**config.mk**
```make
export PLATFORM = sky130hd
export DESIGN_NAME = uart_tx_buffered_flat
export DESIGN_NICKNAME = d
export VERILOG_FILES = /design/src/rtl/uart_tx_buffered_if.sv /design/src/rtl/uart_tx_buffered.sv /design/src/flat_wrapper.sv
export SDC_FILE = /design/constraint.sdc
export NUM_CORES = 1
export LEC_CHECK = 0
export CAP_MARGIN = 20
export CORE_MARGIN = 4
export CORE_UTILIZATION = 56
export CTS_CLUSTER_DIAMETER = 40
export CTS_CLUSTER_SIZE = 24
export DETAILED_ROUTE_END_ITERATION = 10
export GPL_ROUTABILITY_DRIVEN = 0
export HOLD_SLACK_MARGIN = 0.02
export PLACE_DENSITY = 0.77
export SKIP_LAST_GASP = 1
export SLEW_MARGIN = 20
export SYNTH_ARGS = -nofsm -noshare
export SYNTH_HDL_FRONTEND = slang
export SYNTH_SLANG_ARGS = --single-unit
```
**constraint.sdc**
```tcl
create_clock -name i_Clock -period 3.9 [get_ports i_Clock]
set_input_delay 0.975 -clock i_Clock [delete_from_list [all_inputs] [get_ports i_Clock]]
set_output_delay 0.975 -clock i_Clock [all_outputs]
set_load 0.02 [all_outputs]
```
**src/rtl/uart_tx_buffered_if.sv**
```systemverilog
// Host-side byte handshake and serial-line status for uart_tx_buffered.
// master = byte producer, slave = transmitter.
interface uart_tx_buffered_if;
  logic       i_TX_DV;
  logic [7:0] i_TX_Byte;
  logic       o_TX_Ready;
  logic       o_TX_Active;
  logic       o_TX_Serial;
  logic       o_TX_Done;

  modport master (
    output i_TX_DV, i_TX_Byte,
    input  o_TX_Ready, o_TX_Active, o_TX_Serial, o_TX_Done
  );

  modport slave (
    input  i_TX_DV, i_TX_Byte,
    output o_TX_Ready, o_TX_Active, o_TX_Serial, o_TX_Done
  );
endinterface

```
**src/rtl/uart_tx_buffered.sv**
```systemverilog
// 8N1/8N2 UART transmitter with a one-byte holding register so that
// consecutive frames leave the shift register with no idle gap.
module uart_tx_buffered #(
  parameter int unsigned CLKS_PER_BIT = 217,
  parameter int unsigned STOP_BITS    = 1
) (
  input logic               i_Clock,
  input logic               i_Reset,
  uart_tx_buffered_if.slave tx
);
  localparam logic [16:0] BIT_LAST  = 17'(CLKS_PER_BIT - 1);
  localparam logic [16:0] STOP_LAST = 17'(STOP_BITS * CLKS_PER_BIT - 1);
  localparam logic [16:0] STOP_PRE  = 17'(STOP_BITS * CLKS_PER_BIT - 2);

  typedef enum logic [1:0] {
    IDLE,
    TX_START_BIT,
    TX_DATA_BITS,
    TX_STOP_BIT
  } state_t;

  state_t      r_state,     w_state_nxt;
  logic [16:0] r_clk_cnt,   w_clk_cnt_nxt;
  logic [2:0]  r_bit_idx,   w_bit_idx_nxt;
  logic [7:0]  r_shift,     w_shift_nxt;
  logic [7:0]  r_hold,      w_hold_nxt;
  logic        r_hold_full, w_hold_full_nxt;
  logic        r_serial,    w_serial_nxt;
  logic        r_active,    w_active_nxt;
  logic        r_done,      w_done_nxt;
  logic        w_load;
  logic        w_accept;

  assign w_accept = tx.i_TX_DV & ~r_hold_full;

  always_comb begin
    w_state_nxt     = r_state;
    w_clk_cnt_nxt   = r_clk_cnt;
    w_bit_idx_nxt   = r_bit_idx;
    w_shift_nxt     = r_shift;
    w_hold_nxt      = r_hold;
    w_hold_full_nxt = r_hold_full;
    w_serial_nxt    = r_serial;
    w_active_nxt    = r_active;
    w_done_nxt      = 1'b0;
    w_load          = 1'b0;

    case (r_state)
      IDLE: begin
        w_serial_nxt = 1'b1;
        w_active_nxt = 1'b0;
        if (r_hold_full) begin
          w_load        = 1'b1;
          w_state_nxt   = TX_START_BIT;
          w_serial_nxt  = 1'b0;
          w_active_nxt  = 1'b1;
          w_clk_cnt_nxt = '0;
        end
      end
      TX_START_BIT: begin
        if (r_clk_cnt == BIT_LAST) begin
          w_state_nxt   = TX_DATA_BITS;
          w_serial_nxt  = r_shift[0];
          w_bit_idx_nxt = '0;
          w_clk_cnt_nxt = '0;
        end else begin
          w_clk_cnt_nxt = r_clk_cnt + 17'd1;
        end
      end
      TX_DATA_BITS: begin
        if (r_clk_cnt == BIT_LAST) begin
          w_clk_cnt_nxt = '0;
          if (r_bit_idx == 3'd7) begin
            w_state_nxt  = TX_STOP_BIT;
            w_serial_nxt = 1'b1;
          end else begin
            w_bit_idx_nxt = r_bit_idx + 3'd1;
            w_shift_nxt   = r_shift >> 1;
            w_serial_nxt  = r_shift[1];
          end
        end else begin
          w_clk_cnt_nxt = r_clk_cnt + 17'd1;
        end
      end
      TX_STOP_BIT: begin
        // Done is registered one clock early so it lines up with the last stop clock.
        w_done_nxt = (r_clk_cnt == STOP_PRE);
        if (r_clk_cnt == STOP_LAST) begin
          w_clk_cnt_nxt = '0;
          if (r_hold_full) begin
            w_load       = 1'b1;
            w_state_nxt  = TX_START_BIT;
            w_serial_nxt = 1'b0;
          end else begin
            w_state_nxt  = IDLE;
            w_active_nxt = 1'b0;
          end
        end else begin
          w_clk_cnt_nxt = r_clk_cnt + 17'd1;
        end
      end
      default: begin
        w_state_nxt  = IDLE;
        w_serial_nxt = 1'b1;
        w_active_nxt = 1'b0;
      end
    endcase

    // Transfer and accept are exclusive: transfer needs a full holder, accept an empty one.
    if (w_load) begin
      w_shift_nxt     = r_hold;
      w_hold_full_nxt = 1'b0;
    end
    if (w_accept) begin
      w_hold_nxt      = tx.i_TX_Byte;
      w_hold_full_nxt = 1'b1;
    end
  end

  always_ff @(posedge i_Clock) begin
    if (i_Reset) begin
      r_state     <= IDLE;
      r_clk_cnt   <= '0;
      r_bit_idx   <= '0;
      r_shift     <= '0;
      r_hold      <= '0;
      r_hold_full <= 1'b0;
      r_serial    <= 1'b1;
      r_active    <= 1'b0;
      r_done      <= 1'b0;
    end else begin
      r_state     <= w_state_nxt;
      r_clk_cnt   <= w_clk_cnt_nxt;
      r_bit_idx   <= w_bit_idx_nxt;
      r_shift     <= w_shift_nxt;
      r_hold      <= w_hold_nxt;
      r_hold_full <= w_hold_full_nxt;
      r_serial    <= w_serial_nxt;
      r_active    <= w_active_nxt;
      r_done      <= w_done_nxt;
    end
  end

  assign tx.o_TX_Ready  = ~r_hold_full;
  assign tx.o_TX_Active = r_active;
  assign tx.o_TX_Serial = r_serial;
  assign tx.o_TX_Done   = r_done;
endmodule

```
**src/flat_wrapper.sv**
```systemverilog
// flat-port wrapper written by rule: the top's interface ports become plain ports
module uart_tx_buffered_flat 
#(
  parameter int unsigned CLKS_PER_BIT = 217,
  parameter int unsigned STOP_BITS    = 1
)
  (i_Clock, i_Reset, tx_i_TX_DV, tx_i_TX_Byte, tx_o_TX_Ready, tx_o_TX_Active, tx_o_TX_Serial, tx_o_TX_Done);
  uart_tx_buffered_if tx_i ();
  input logic i_Clock;
  input logic i_Reset;
  input wire logic [$bits(tx_i.i_TX_DV)-1:0] tx_i_TX_DV;
  input wire logic [$bits(tx_i.i_TX_Byte)-1:0] tx_i_TX_Byte;
  output wire logic [$bits(tx_i.o_TX_Ready)-1:0] tx_o_TX_Ready;
  output wire logic [$bits(tx_i.o_TX_Active)-1:0] tx_o_TX_Active;
  output wire logic [$bits(tx_i.o_TX_Serial)-1:0] tx_o_TX_Serial;
  output wire logic [$bits(tx_i.o_TX_Done)-1:0] tx_o_TX_Done;
  assign tx_i.i_TX_DV = tx_i_TX_DV;
  assign tx_i.i_TX_Byte = tx_i_TX_Byte;
  assign tx_o_TX_Ready = tx_i.o_TX_Ready;
  assign tx_o_TX_Active = tx_i.o_TX_Active;
  assign tx_o_TX_Serial = tx_i.o_TX_Serial;
  assign tx_o_TX_Done = tx_i.o_TX_Done;
  uart_tx_buffered #(.CLKS_PER_BIT(CLKS_PER_BIT), .STOP_BITS(STOP_BITS)) u_core (.i_Clock(i_Clock), .i_Reset(i_Reset), .tx(tx_i));
endmodule
```
==> run_results.csv <==
group,metric,value,unit
power_and_ir_drop,p_per_area,570.2,nW/um^2
placement,dp_cells,316,
global_route,grt_pass1_wl,8.100,mm
critical_path,start_kind,"register",
synthesis,syn_area,2197,sq um
critical_path,crit_fanout,10,
synthesis,synth-edff-count,0,
routing,via_per_inst,6.009,
timing,relSlewSlack,42.84,%
placement,portBuffers,14,
synthesis,synth.most_common_cell,"nand2_1",
routing,drc_errors,0,
critical_path,critPathCaptureType,"output pin",
synthesis,async_flop_share,0,%
cells_and_area,n_antenna_cell,0,
clocking,clkTransAtPathRegs,0.08,ns
routing,wirelength,4.492,mm
critical_path,cp_cell_sequence,"inv_1, clkdlybuf4s50_1",
timing,fin_crit,2.515,ns
placement,place_area,2305,sq um
power_and_ir_drop,p_int,0.8567,mW
timing,hold_viol,0,
clocking,cts_setup_buffers,0,
cells_and_area,ff_latch_area,840.8,sq um
clocking,cts_tree,"built",
synthesis,ys_warn_count,0,
synthesis,synth_fp_nets,293,
global_route,grt_use_met1,26.33,%
floorplan,ioPinCount,15,
timing,setup_tns,0,ns
clocking,cts_inserted_buffers,5,
routing,dr.pass1.iters,4,
synthesis,synth_area_leaders,"dfxtp_1 (38%), nand2_1 (9.2%), a21oi_1 (5.7%), ha_1 (5.1%), a311oi_1 (4.0%)",
timing,setup_ws,1.385,ns
power_and_ir_drop,seq_power_share,38.2,%
cells_and_area,drive_above_1_share,6.522,%
floorplan,die_w,70.64,um
routing,vias,1947,
power_and_ir_drop,ir_drop,0.3446,mV
synthesis,syn_inst,273,
power_and_ir_drop,clockPowerShare,25.7,%
global_route,gr-total-overflow,0,
floorplan,die_y,70.64,um
synthesis,ys_seq_area_share,38.27,%
critical_path,worstPathArrival,1.54,ns
cells_and_area,final-instance-count-excl-fill,324,
cells_and_area,nets,295,
synthesis,syn_area_per_cell,8.048,sq um
clocking,post_cts_resized,0,
power_and_ir_drop,leakagePower,0.8065,nW
cells_and_area,final_design_area_no_fill,2419,sq um
run,maxCapViolations,0,
critical_path,worstSetupPathType,"register to output pin",
routing,routedWlPerCell,13.86,um
clocking,clock_latency,0.31,ns
power_and_ir_drop,netSwitchingFraction,37.88,%
timing,grt_setup_unrepaired,"false",
floorplan,dieArea,4989,sq um
timing,maxSlewViolCount,0,
global_route,grt_antenna_before_repair,0,
outcome,outcome,"finished, final reports clean",
routing,detail-route-antenna-nets,0,
clocking,htree_num_levels,2,
global_route,grt_pass1_vias,1770,
critical_path,critPathMaxStageDelay,0.56,ns
global_route,grt_max_degree,26,
floorplan,rows,22,
timing,finalSetupViolCount,0,
floorplan,initial_core_util,59.12,%
clocking,clock_sinks,42,
clocking,cts_buffer_depth,2,
synthesis,synth_common_cells,"nand2_1 (54), dfxtp_1 (42), a21oi_1 (25), o21ai_0 (16), nor2_1 (12)",
placement,dp_hpwl,3.060,mm
timing,min_period_over_period,64.48,%
cells_and_area,multi_input_area,1222,sq um
synthesis,synth_ff_type,"dfxtp_1",
routing,drtIter0Drc,169,
cells_and_area,syn_to_final_growth,10.08,%
cells_and_area,fillers,328,
synthesis,yosysTopAreaCell,"dfxtp_1",
global_route,use_met3,5.114,%
timing,fmax,397.6,MHz
min_path,hp-class,"register to register",
clocking,root_buffer,"clkbuf_8",
power_and_ir_drop,combPwrFrac,36.1,%
placement,pre_cts_ws,1.472,ns
timing,worst_pin_slew,0.8565,ns
power_and_ir_drop,p_switching,0.5225,mW
global_route,grt_use_met2,31.29,%
global_route,busiest_layer,"met2",
synthesis,ys_ff_latch,42,
synthesis,yosys.area.top_type_share,38.27,%
synthesis,ys_types,45,
critical_path,worst_ep_required_time,2.92,ns
timing,skew,0.008807,ns
floorplan,core,3716,sq um
global_route,gr-usage-all-layers,19.72,%
clocking,hold_buffers,0,
critical_path,cpMaxStageDelayCell,"clkdlybuf4s50_1",
## cell usage in the layout (no fill, tap or decap), types with 2 or more instances in the layout
master,instances
nand4_1,6
a211oi_1,3
clkbuf_8,5
a31oi_1,9
nor4_1,2
dfxtp_1,42
nand4b_1,3
nand3_1,8
o21ai_0,16
clkinvlp_4,2
nor2_1,12
nor2b_1,6
clkdlybuf4s50_1,14
nor3_1,6
a22oi_1,2
a41oi_1,3
inv_1,9
a21oi_1,25
ha_1,9
o311a_1,3
and2_1,3
nand2_1,54
and3_1,2
a311oi_1,10
## cell families after synthesis
kind of cell | share of synthesized area [%]
and+or+nand+nor | 26.42
AOI/OAI and AO/OA | 23.63
DFF | 38.27
buffers and inverters | 6.093
adders and majority gates | 5.125
muxes | 0.4556
## final timing paths
kind / from / slack [ns] / cells past startpoint / to
min reg2reg: u_core.r_hold[5] / 0.45 / 2 / u_core.r_hold[5]
max reg2reg: u_core.r_clk_cnt[0] / 1.50 / 7 / u_core.r_clk_cnt[14]
max: u_core.r_hold_full / 1.39 / 2 / tx_o_TX_Ready
min: u_core.r_hold[5] / 0.45 / 2 / u_core.r_hold[5]
## metal layers
metal | share of wire (%) | routed length (um)
met1 | 50 | 2234
met5 | 0 | 0
met4 | 1.7 | 78
met3 | 4.5 | 204
met2 | 44 | 1974
## registers in the layout (all words and copies together) (netlist names)
signal and count:
u_core.r_hold 8, u_core.r_bit_idx 3, u_core.tx.o_TX_Serial 1, u_core.r_clk_cnt 17, u_core.r_state 2, u_core.tx.o_TX_Done 1
u_core.r_hold_full 1, u_core.r_shift 8, u_core.tx.o_TX_Active 1
## power by group through the flow
| stage | logic [mW] | registers, mW | clock network (mW) |
|---|---|---|---|
| after detailed placement | 0.498 | 0.536 | 0 |
| after global routing | 0.570 | 0.536 | 0.377 |
| after global placement | 0.490 | 0.534 | 0 |
| final | 0.498 | 0.527 | 0.354 |
| after CTS | 0.501 | 0.526 | 0.360 |
| after floorplan | 0.393 | 0.533 | 0 |
## area by class of cell
| class | instances | share of cell area (%) |
|---|---|---|
| Multi-Input combinational cell | 202 | 50.54 |
| Clock inverter | 3 | 1.862 |
| Clock buffer | 5 | 2.845 |
| Tap cell | 48 | 2.483 |
| Inverter | 9 | 1.397 |
| Timing Repair Buffer | 15 | 6.105 |
| Sequential cell | 42 | 34.76 |
## critical path, delay by kind of cell (launching register included)
kind	cells	cell delay [ns]
buffers and inverters	2	0.69
flip-flops	1	0.54
## stage by stage
| step | util, % | hold slack (ns) | power, mW |
|---|---|---|---|
| after CTS | 65.08 | 0.4592 | 1.387 |
| after global placement | 62.02 | 0.4423 | 1.024 |
| final | 65.08 | 0.4547 | 1.379 |
| after detailed placement | 62.02 | 0.4469 | 1.034 |
| after floorplan | - | 0.4332 | 0.9257 |
| after global routing | 65.08 | 0.4904 | 1.483 |
(Power assumes the default switching activity.)
